### config.mk
export PLATFORM = sky130hd
export DESIGN_NAME = icache_axi_refill
export DESIGN_NICKNAME = d
export VERILOG_FILES = /design/src/rtl/icache_axi_refill.sv
export SDC_FILE = /design/constraint.sdc
export NUM_CORES = 1
export LEC_CHECK = 0
export CORE_MARGIN = 2
export CORE_UTILIZATION = 48
export CTS_BUF_LIST = sky130_fd_sc_hd__clkbuf_8
export DETAILED_ROUTE_END_ITERATION = 7
export HOLD_SLACK_MARGIN = 0.15
export PLACE_DENSITY = 0.9
export SLEW_MARGIN = 5
export SYNTH_ARGS = -nofsm -noshare
export SYNTH_HDL_FRONTEND = slang
export SYNTH_SLANG_ARGS = --single-unit
### constraint.sdc
create_clock -name clk -period 2.62 [get_ports clk]
set_input_delay 0.524 -clock clk [delete_from_list [all_inputs] [get_ports clk]]
set_output_delay 0.524 -clock clk [all_outputs]
set_load 0.005 [all_outputs]
### src/rtl/icache_axi_refill.sv
// -----------------------------------------------------------------------------
// icache_axi_refill
//   Instruction-cache refill engine. Accepts a refill request from the icache,
//   issues a single AXI read (8-beat line burst when cached, single beat when
//   uncached), assembles the returned beats into a 256-bit line and pulses
//   rend_o once the burst has finished.
//
// Optional feature (macro ICACHE_CRITICAL_WORD_FIRST_EN):
//   defined     -> cached bursts are WRAP bursts starting at the requested word
//   not defined -> cached bursts are INCR bursts starting at word 0 of the line
//
// Ports:
//   clk, rst_n            clock, asynchronous active-low reset
//   rreq_i                refill request, held until rend_o
//   cached_i              1 = line burst, 0 = single-word read
//   raddr_i               word-aligned fetch address
//   rend_o                one-cycle completion pulse
//   cacheline_rdata_o     assembled line, word i at [32i+31:32i]
//   busy_o                engine not idle
//   rerr_o                sticky error (any non-OKAY beat of current request)
//   ar*                   AXI read-address channel (master side)
//   r*                    AXI read-data channel (master side)
//
// Handshake: a transfer on a channel happens in a cycle where both valid and
//   ready are high at posedge clk; arvalid_o is held (with stable payload)
//   until arready_i, and rready_o stays high for the whole data phase.
// -----------------------------------------------------------------------------
module icache_axi_refill (
  input  logic         clk,
  input  logic         rst_n,
  input  logic         rreq_i,
  input  logic         cached_i,
  input  logic [31:0]  raddr_i,
  output logic         rend_o,
  output logic [255:0] cacheline_rdata_o,
  output logic         busy_o,
  output logic         rerr_o,
  output logic [3:0]   arid_o,
  output logic [31:0]  araddr_o,
  output logic [7:0]   arlen_o,
  output logic [2:0]   arsize_o,
  output logic [1:0]   arburst_o,
  output logic         arvalid_o,
  input  logic         arready_i,
  input  logic [3:0]   rid_i,
  input  logic [31:0]  rdata_i,
  input  logic [1:0]   rresp_i,
  input  logic         rlast_i,
  input  logic         rvalid_i,
  output logic         rready_o
);

  typedef enum logic [1:0] {
    S_IDLE = 2'd0,
    S_AR   = 2'd1,
    S_R    = 2'd2,
    S_DONE = 2'd3
  } state_t;

  state_t         state_q, state_d;
  logic [31:0]    araddr_q, araddr_d;
  logic [7:0]     arlen_q, arlen_d;
  logic [1:0]     arburst_q, arburst_d;
  logic [2:0]     start_q, start_d;
  logic [2:0]     ptr_q, ptr_d;
  logic [255:0]   line_q, line_d;
  logic           rerr_q, rerr_d;

  logic           ar_hs;
  logic           r_hs;
  logic           req_accept;

  // Read ID is not needed: only one transaction is ever outstanding.
  logic           unused_rid;
  assign unused_rid = ^rid_i;

  assign ar_hs      = arvalid_o & arready_i;
  assign r_hs       = rvalid_i & rready_o;
  assign req_accept = (state_q == S_IDLE) & rreq_i;

  // ---------------------------------------------------------------- state reg
  always_ff @(posedge clk or negedge rst_n) begin
    if (!rst_n) begin
      state_q   <= S_IDLE;
      araddr_q  <= '0;
      arlen_q   <= '0;
      arburst_q <= '0;
      start_q   <= '0;
      ptr_q     <= '0;
      line_q    <= '0;
      rerr_q    <= 1'b0;
    end else begin
      state_q   <= state_d;
      araddr_q  <= araddr_d;
      arlen_q   <= arlen_d;
      arburst_q <= arburst_d;
      start_q   <= start_d;
      ptr_q     <= ptr_d;
      line_q    <= line_d;
      rerr_q    <= rerr_d;
    end
  end

  // --------------------------------------------------------------- next state
  always_comb begin
    state_d = state_q;
    unique case (state_q)
      S_IDLE: if (rreq_i)          state_d = S_AR;
      S_AR:   if (ar_hs)           state_d = S_R;
      S_R:    if (r_hs && rlast_i) state_d = S_DONE;
      S_DONE:                      state_d = S_IDLE;
      default:                     state_d = S_IDLE;
    endcase
  end

  // ----------------------------------------------------------------- datapath
  always_comb begin
    araddr_d  = araddr_q;
    arlen_d   = arlen_q;
    arburst_d = arburst_q;
    start_d   = start_q;
    ptr_d     = ptr_q;
    line_d    = line_q;
    rerr_d    = rerr_q;

    // Request is captured once; the AR payload then stays frozen until the
    // next accepted request, so it is trivially stable while arvalid_o is up.
    if (req_accept) begin
      rerr_d    = 1'b0;
      arburst_d = 2'b01;
      if (cached_i) begin
        arlen_d = 8'd7;
`ifdef ICACHE_CRITICAL_WORD_FIRST_EN
        araddr_d  = {raddr_i[31:2], 2'b00};
        arburst_d = 2'b10;
        start_d   = raddr_i[4:2];
`else
        araddr_d  = {raddr_i[31:5], 5'b0};
        start_d   = 3'd0;
`endif
      end else begin
        araddr_d = raddr_i;
        arlen_d  = 8'd0;
        start_d  = raddr_i[4:2];
      end
    end

    if (ar_hs) begin
      ptr_d = start_q;
    end

    // Pointer wraps naturally at 3 bits, so WRAP bursts and overlong bursts
    // both land in the right word without extra logic.
    if (r_hs) begin
      line_d[{ptr_q, 5'b0} +: 32] = rdata_i;
      ptr_d                       = ptr_q + 3'd1;
      if (rresp_i != 2'b00) begin
        rerr_d = 1'b1;
      end
    end
  end

  // ------------------------------------------------------------------ outputs
  always_comb begin
    arvalid_o = (state_q == S_AR);
    rready_o  = (state_q == S_R);
    rend_o    = (state_q == S_DONE);
    busy_o    = (state_q != S_IDLE);
  end

  assign arid_o            = 4'h0;
  assign arsize_o          = 3'b010;
  assign araddr_o          = araddr_q;
  assign arlen_o           = arlen_q;
  assign arburst_o         = arburst_q;
  assign cacheline_rdata_o = line_q;
  assign rerr_o            = rerr_q;

endmodule

==> run summary, run 1 <==
Top-area cell type share of the netlist area - 0.607
Clock Latency Late Sink - 550 ps
Mapped Avg Cell Area - 15.2 sq um
Via Count - 8110
Fin crit period - 2430 ps
Startpoint Class - flip-flop
Hold Startpoint - rerr_o$_DFF_PN0_
DR vias/cell - 5.16
Pre-antenna DRT Iters - 4
Crit Path Category - reg -> out
Final hold violation count - 0
Ys async rst share - 1.00
GRT overflow - 0
Hold path cells - 2
Crit path capture type - output port
R2R Setup Slk - 210 ps
HPWL after detailed placement - 23900 um
Ratio of cells with drive above 1 in the final layout - 0.301
Routed WL per cell - 21.3 um
Worst hold path class - reg -> reg
Crit Path Max Fanout - 6
Worst VDD drop - 843 uV
Distinct cells, synth - 34
Final net count - 1297
Post-route ant nets - 0
Boundary pin count - 387
Most common flop cell mapped by yosys - dfrtp_1
Cell taking the most area after synthesis - dfrtp_1
Yosys warnings - 0
Top post-synthesis cells by count - dfrtp_1, mux2_2, and2_1
# Max-Cap Violations - 0
Layout fillers - 1779
Pin count of the biggest net entering global routing - 70
Worst flop-to-flop path startpoint - ptr_q[2]$_DFFE_PN0P_
Seq cells post-synth - 296
CTS buffer count - 47
Synth Cell Area - 12200 sq um
Synth-to-Final Area Change - 40.8%
DR DRC count - 0
First-pass GRT wire length - 51200 um
Synth area leaders - dfrtp_1, mux2_2, and2_1, mux2_1, buf_4
Antenna diodes - 0
Reg2Reg Depth - 6
Hold WS - 470 ps
Clock transition at path regs - 60 ps
Mapped Cells - 805
Die height - 164 um
Root buf cell - clkbuf_8
CP Data Required Time - 2100 ps
H-tree levels - 2
P_leak - 0.00812 uW
Layout Skew - 22.4 ps
PD cells - 1080 nW/um^2
Starting Density - 0.486
CTS tree - built
Core ar. - 25100 sq um
Row cnt - 58
Worst Hold End - rerr_o$_DFF_PN0_
Max-slew violations - 0
FF/Latch Area - 7410 sq um
Port bufs - 369
Final setup vio count - 0
Die Area - 26700 sq um
R2R Path End - cacheline_rdata_o[18]$_DFFE_PN0P_
Gpl congestion - 0.821
CTS max path bufs - 3
Tcrit/Tclk final - 0.928
Fin Setup TNS - 0 ps
Vias in the first global route - 9002
Post-CTS setup buffers - 0
Tot GR Track Use - 0.252
Area of the multi-input gates - 4420 sq um
Sink Count - 296
RSZ-0062 raised after global routing - false
Arrival @ worst endpoint - 1910 ps
Most frequent cell after synthesis - dfrtp_1
Die width - 164 um
DR iter-0 viols - 394
Max Clock Freq - 411 MHz
Initial antenna violation count - 0
Post-synthesis sequential area ratio - 0.607
Max-slew headroom - 0.518
Post-synth EDFFs - 0
Slew at the pin closest to its max-slew limit - 713 ps
Outcome - finished, final reports clean
Post-Route WL - 33600 um
-- logic make-up after synthesis --
group	share of synthesized area
DFF	0.607
adders and majority gates	0.0113
AOI/OAI and AO/OA	0.00840
and+or+nand+nor	0.0738
muxes	0.264
other	0.000615
buffers and inverters	0.0358
-- per-layer routing --
| layer | vias to the layer above | track usage | part of all wire |
|---|---|---|---|
| li1 | 3581 | - | - |
| met2 | 323 | 0.449 | 0.51 |
| met3 | 72 | 0.0767 | 0.079 |
| met5 | - | 0 | 0 |
| met4 | 0 | 0.0833 | 0.029 |
| met1 | 4134 | 0.290 | 0.38 |
-- flip-flops by register name, summed over array words and instances (netlist names) --
signal and count:
ptr_q 3, rerr_o 1, cacheline_rdata_o 256, arlen_o 1, state_q 2, araddr_o 32, arburst_o 1
-- worst max path at each step --
stage                                 from                                 end  slack (ps)  depth (start not counted)
floorplan             ptr_q[0]$_DFFE_PN0P_   cacheline_rdata_o[18]$_DFFE_PN0P_         240                          9
global placement                  rvalid_i  cacheline_rdata_o[216]$_DFFE_PN0P_         180                          5
detailed placement                rvalid_i  cacheline_rdata_o[220]$_DFFE_PN0P_         130                          5
CTS                 state_q[0]$_DFFE_PN0P_                            rready_o         160                          3
global route          ptr_q[2]$_DFFE_PN0P_   cacheline_rdata_o[18]$_DFFE_PN0P_          50                          6
finish              state_q[0]$_DFFE_PN0P_                            rready_o         190                          3
-- final cells by class --
type                            count  area share
Timing Repair Buffer              399       0.235
Clock buffer                       57      0.0456
Tap cell                          330      0.0240
Multi-Input combinational cell    458       0.257
Inverter                            7     0.00153
Sequential cell                   296       0.431
Clock inverter                     25     0.00633
-- timing repair --
item,CTS,global route
hold buffers,1,0
endpoints found under the hold margin,57,0
gates resized for setup,0,0
-- worst max-delay path, cell delays in order, from the launching register on --
cell             delay, ps
dfrtp_1                410
inv_1                  100
ha_1                   290
clkdlybuf4s50_1        570
-- metrics by stage --
step	cell area [sq um]	instances	util	worst slack, ps	total power, uW
global placement	16300	1489	0.649	177	14600
finish	17200	1572	0.685	189	18600
CTS	17200	1572	0.685	155	18800
detailed placement	16300	1489	0.649	134	15000
global route	17200	1572	0.685	50.2	19700
floorplan	12300	816	-	236	10200
-- report_power, final --
part           internal, uW  switching [uW]
sequential             6240             935
clock                  1960            1760
combinational          4790            2920
-- cell usage in the layout (no fill, tap or decap), types with 3 or more instances in the layout --
cell type / Yosys / final
clkbuf_8: 0 / 57
nand4_2: 3 / 3
buf_12: 0 / 9
and2_1: 95 / 95
ha_1: 11 / 11
conb_1: 2 / 13
mux2_2: 268 / 268
o21ai_0: 8 / 8
clkinv_2: 0 / 5
nor4b_4: 3 / 3
inv_1: 7 / 25
mux2_1: 17 / 17
dfrtp_1: 296 / 296
nand2_1: 12 / 12
buf_4: 23 / 20
nand2b_1: 6 / 6
clkdlybuf4s50_1: 0 / 368
(Power assumes the default switching activity.)
==> run 2, diff against run 1 <==
CELL_PAD_IN_SITES_DETAIL_PLACEMENT = 1   (was unset)
CELL_PAD_IN_SITES_GLOBAL_PLACEMENT = 1   (was unset)
CORE_UTILIZATION = 39   (was 48)
PLACE_DENSITY = 0.91   (was 0.9)
==> run summary, run 2 (synthesized netlist as in run 1, its figures left out) <==
# Max-Cap Violations - 0 (unchanged)
Final hold violation count - 0 (unchanged)
CP startpoint - state_q[0]$_DFFE_PN0P_
Tcrit/Tclk final - 0.948 (+0.0198)
Hold Startpoint - arburst_o[0]$_DFFE_PN0P_
DR iter-0 viols - 259 (-34%)
Post-Route WL - 39200 um (+17%)
Root buf cell - clkbuf_8
CTS tree - built
PnR worst setup slack - 137 ps (-52.0 ps)
Tot GR Track Use - 0.242 (-0.0106)
Die width - 181 um (+11%)
GRT overflow - 0 (unchanged)
CP Data Required Time - 2100 ps (about the same)
DR DRC count - 0 (unchanged)
Die height - 181 um (+11%)
RSZ-0062 raised after global routing - false
Row cnt - 64 (+10%)
Hold WS - 483 ps (+12.8 ps)
# placed instances - 1558 (+4.6%)
Layout fillers - 2982 (+68%)
Ratio of cells with drive above 1 in the final layout - 0.310 (+0.00883)
Via Count - 8303 (+2.4%)
Synth-to-Final Area Change - 43.5%
Arrival @ worst endpoint - 1960 ps (+50 ps)
Worst VDD drop - 706 uV (-16%)
Initial antenna violation count - 0 (unchanged)
Starting Density - 0.397 (-0.0892)
Routed WL per cell - 23.8 um (+11%)
Sink Count - 296 (unchanged)
Number of flip-flops in the largest register - 256 (unchanged)
Die Area - 32700 sq um (+22%)
Pin count of the biggest net entering global routing - 69 (-1.4%)
Layout Skew - 17.8 ps (-4.67 ps)
PD cells - 1130 nW/um^2 (+4.2%)
H-tree levels - 2 (unchanged)
First-pass GRT wire length - 60800 um (+19%)
Slew at the pin closest to its max-slew limit - 529 ps (-184 ps)
Boundary pin count - 387 (unchanged)
P_leak - 0.00824 uW (+1.4%)
Commonest non-fill, non-tap cell in the layout - clkdlybuf4s50_1
CTS max path bufs - 3 (unchanged)
Most frequent cells in the layout - clkdlybuf4s50_1, dfrtp_1, mux2_2
Worst hold path class - reg -> reg
HPWL after detailed placement - 27300 um (+14%)
Post-route ant nets - 0 (unchanged)
# resized after CTS - 0 (unchanged)
Max-slew violations - 0 (unchanged)
Core ar. - 30700 sq um (+22%)
CTS buffer count - 51 (+8.5%)
Max-slew headroom - 0.647 (+0.129)
Fin Setup TNS - 0 ps (unchanged)
Vias in the first global route - 9798 (+8.8%)
Crit Path Category - reg -> out
Antenna diodes - 0 (unchanged)
Clock Latency Late Sink - 580 ps (+30 ps)
Final setup vio count - 0 (unchanged)
Max Clock Freq - 403 MHz (-2.1%)
Clock transition at path regs - 60 ps (about the same)
Pre-antenna DRT Iters - 4 (unchanged)
Port bufs - 369 (unchanged)
Outcome - finished, final reports clean
Final net count - 1304 (+0.54%)
Overall power - 19800 uW (+6.2%)
Crit path capture type - output port
Crit Path Max Fanout - 6 (unchanged)
Gpl congestion - 0.757 (-7.8%)
Startpoint Class - flip-flop
DR vias/cell - 5.03 (-2.5%)
Setup WS pre-CTS - 46.9 ps (-86.8 ps)
Worst flop-to-flop path startpoint - ptr_q[0]$_DFFE_PN0P_
Final non-filler cell total - 1651 (+5.0%)
Fin crit period - 2480 ps (+52.0 ps)
run 2: worst paths after layout:
kind	cells past startpoint	slack (ps)	to
worst max-delay path	3	140	rready_o
worst min-delay path	1	480	arburst_o[0]$_DFFE_PN0P_
worst max register to register	7	270	cacheline_rdata_o[153]$_DFFE_PN0P_
worst min register to register	1	480	arburst_o[0]$_DFFE_PN0P_
max in group asynchronous	3	1340	cacheline_rdata_o[174]$_DFFE_PN0P_
min in group asynchronous	2	530	cacheline_rdata_o[123]$_DFFE_PN0P_
run 2: metrics by stage:
stage	utilization	instance area, sq um
after floorplan	-	12300
after global placement	0.533	16400
after detailed placement	0.533	16400
after CTS	0.570	17500
after global routing	0.570	17500
final	0.570	17500
run 2: final cells by class:
class	count	area, sq um	area share
inverters	7	26.3	0.00150
clock inverters	21	140	0.00800
well taps	396	495	0.0283
flip-flops and latches	296	7410	0.423
repair buffers	402	4050	0.231
multi-input cells	458	4430	0.253
clock buffers	71	977	0.0558
run 2: repair_timing:
action	4_1_cts	5_1_grt
hold buffers	1	0
endpoints found under the hold margin	59	0
buffers inserted	0	0
run 2: critical path: stages (launching register included):
cell	delay [ps]
dfrtp_1	410
inv_1	100
ha_1	300
clkdlybuf4s50_1	580
run 2: report_power, final:
part | total [uW] | switching [uW] | internal, uW
registers | 7260 | 1020 | 6240
logic | 7980 | 3170 | 4810
clock network | 4520 | 1930 | 2590
total | 19800 | 6120 | 13600
run 2: metal layers:
metal,global-route usage,vias up,routed length (um)
li1,-,3582,-
met1,0.272,4338,14900
met3,0.0734,66,2890
met5,0,-,0
met4,0.0709,0,1020
met2,0.441,317,20500
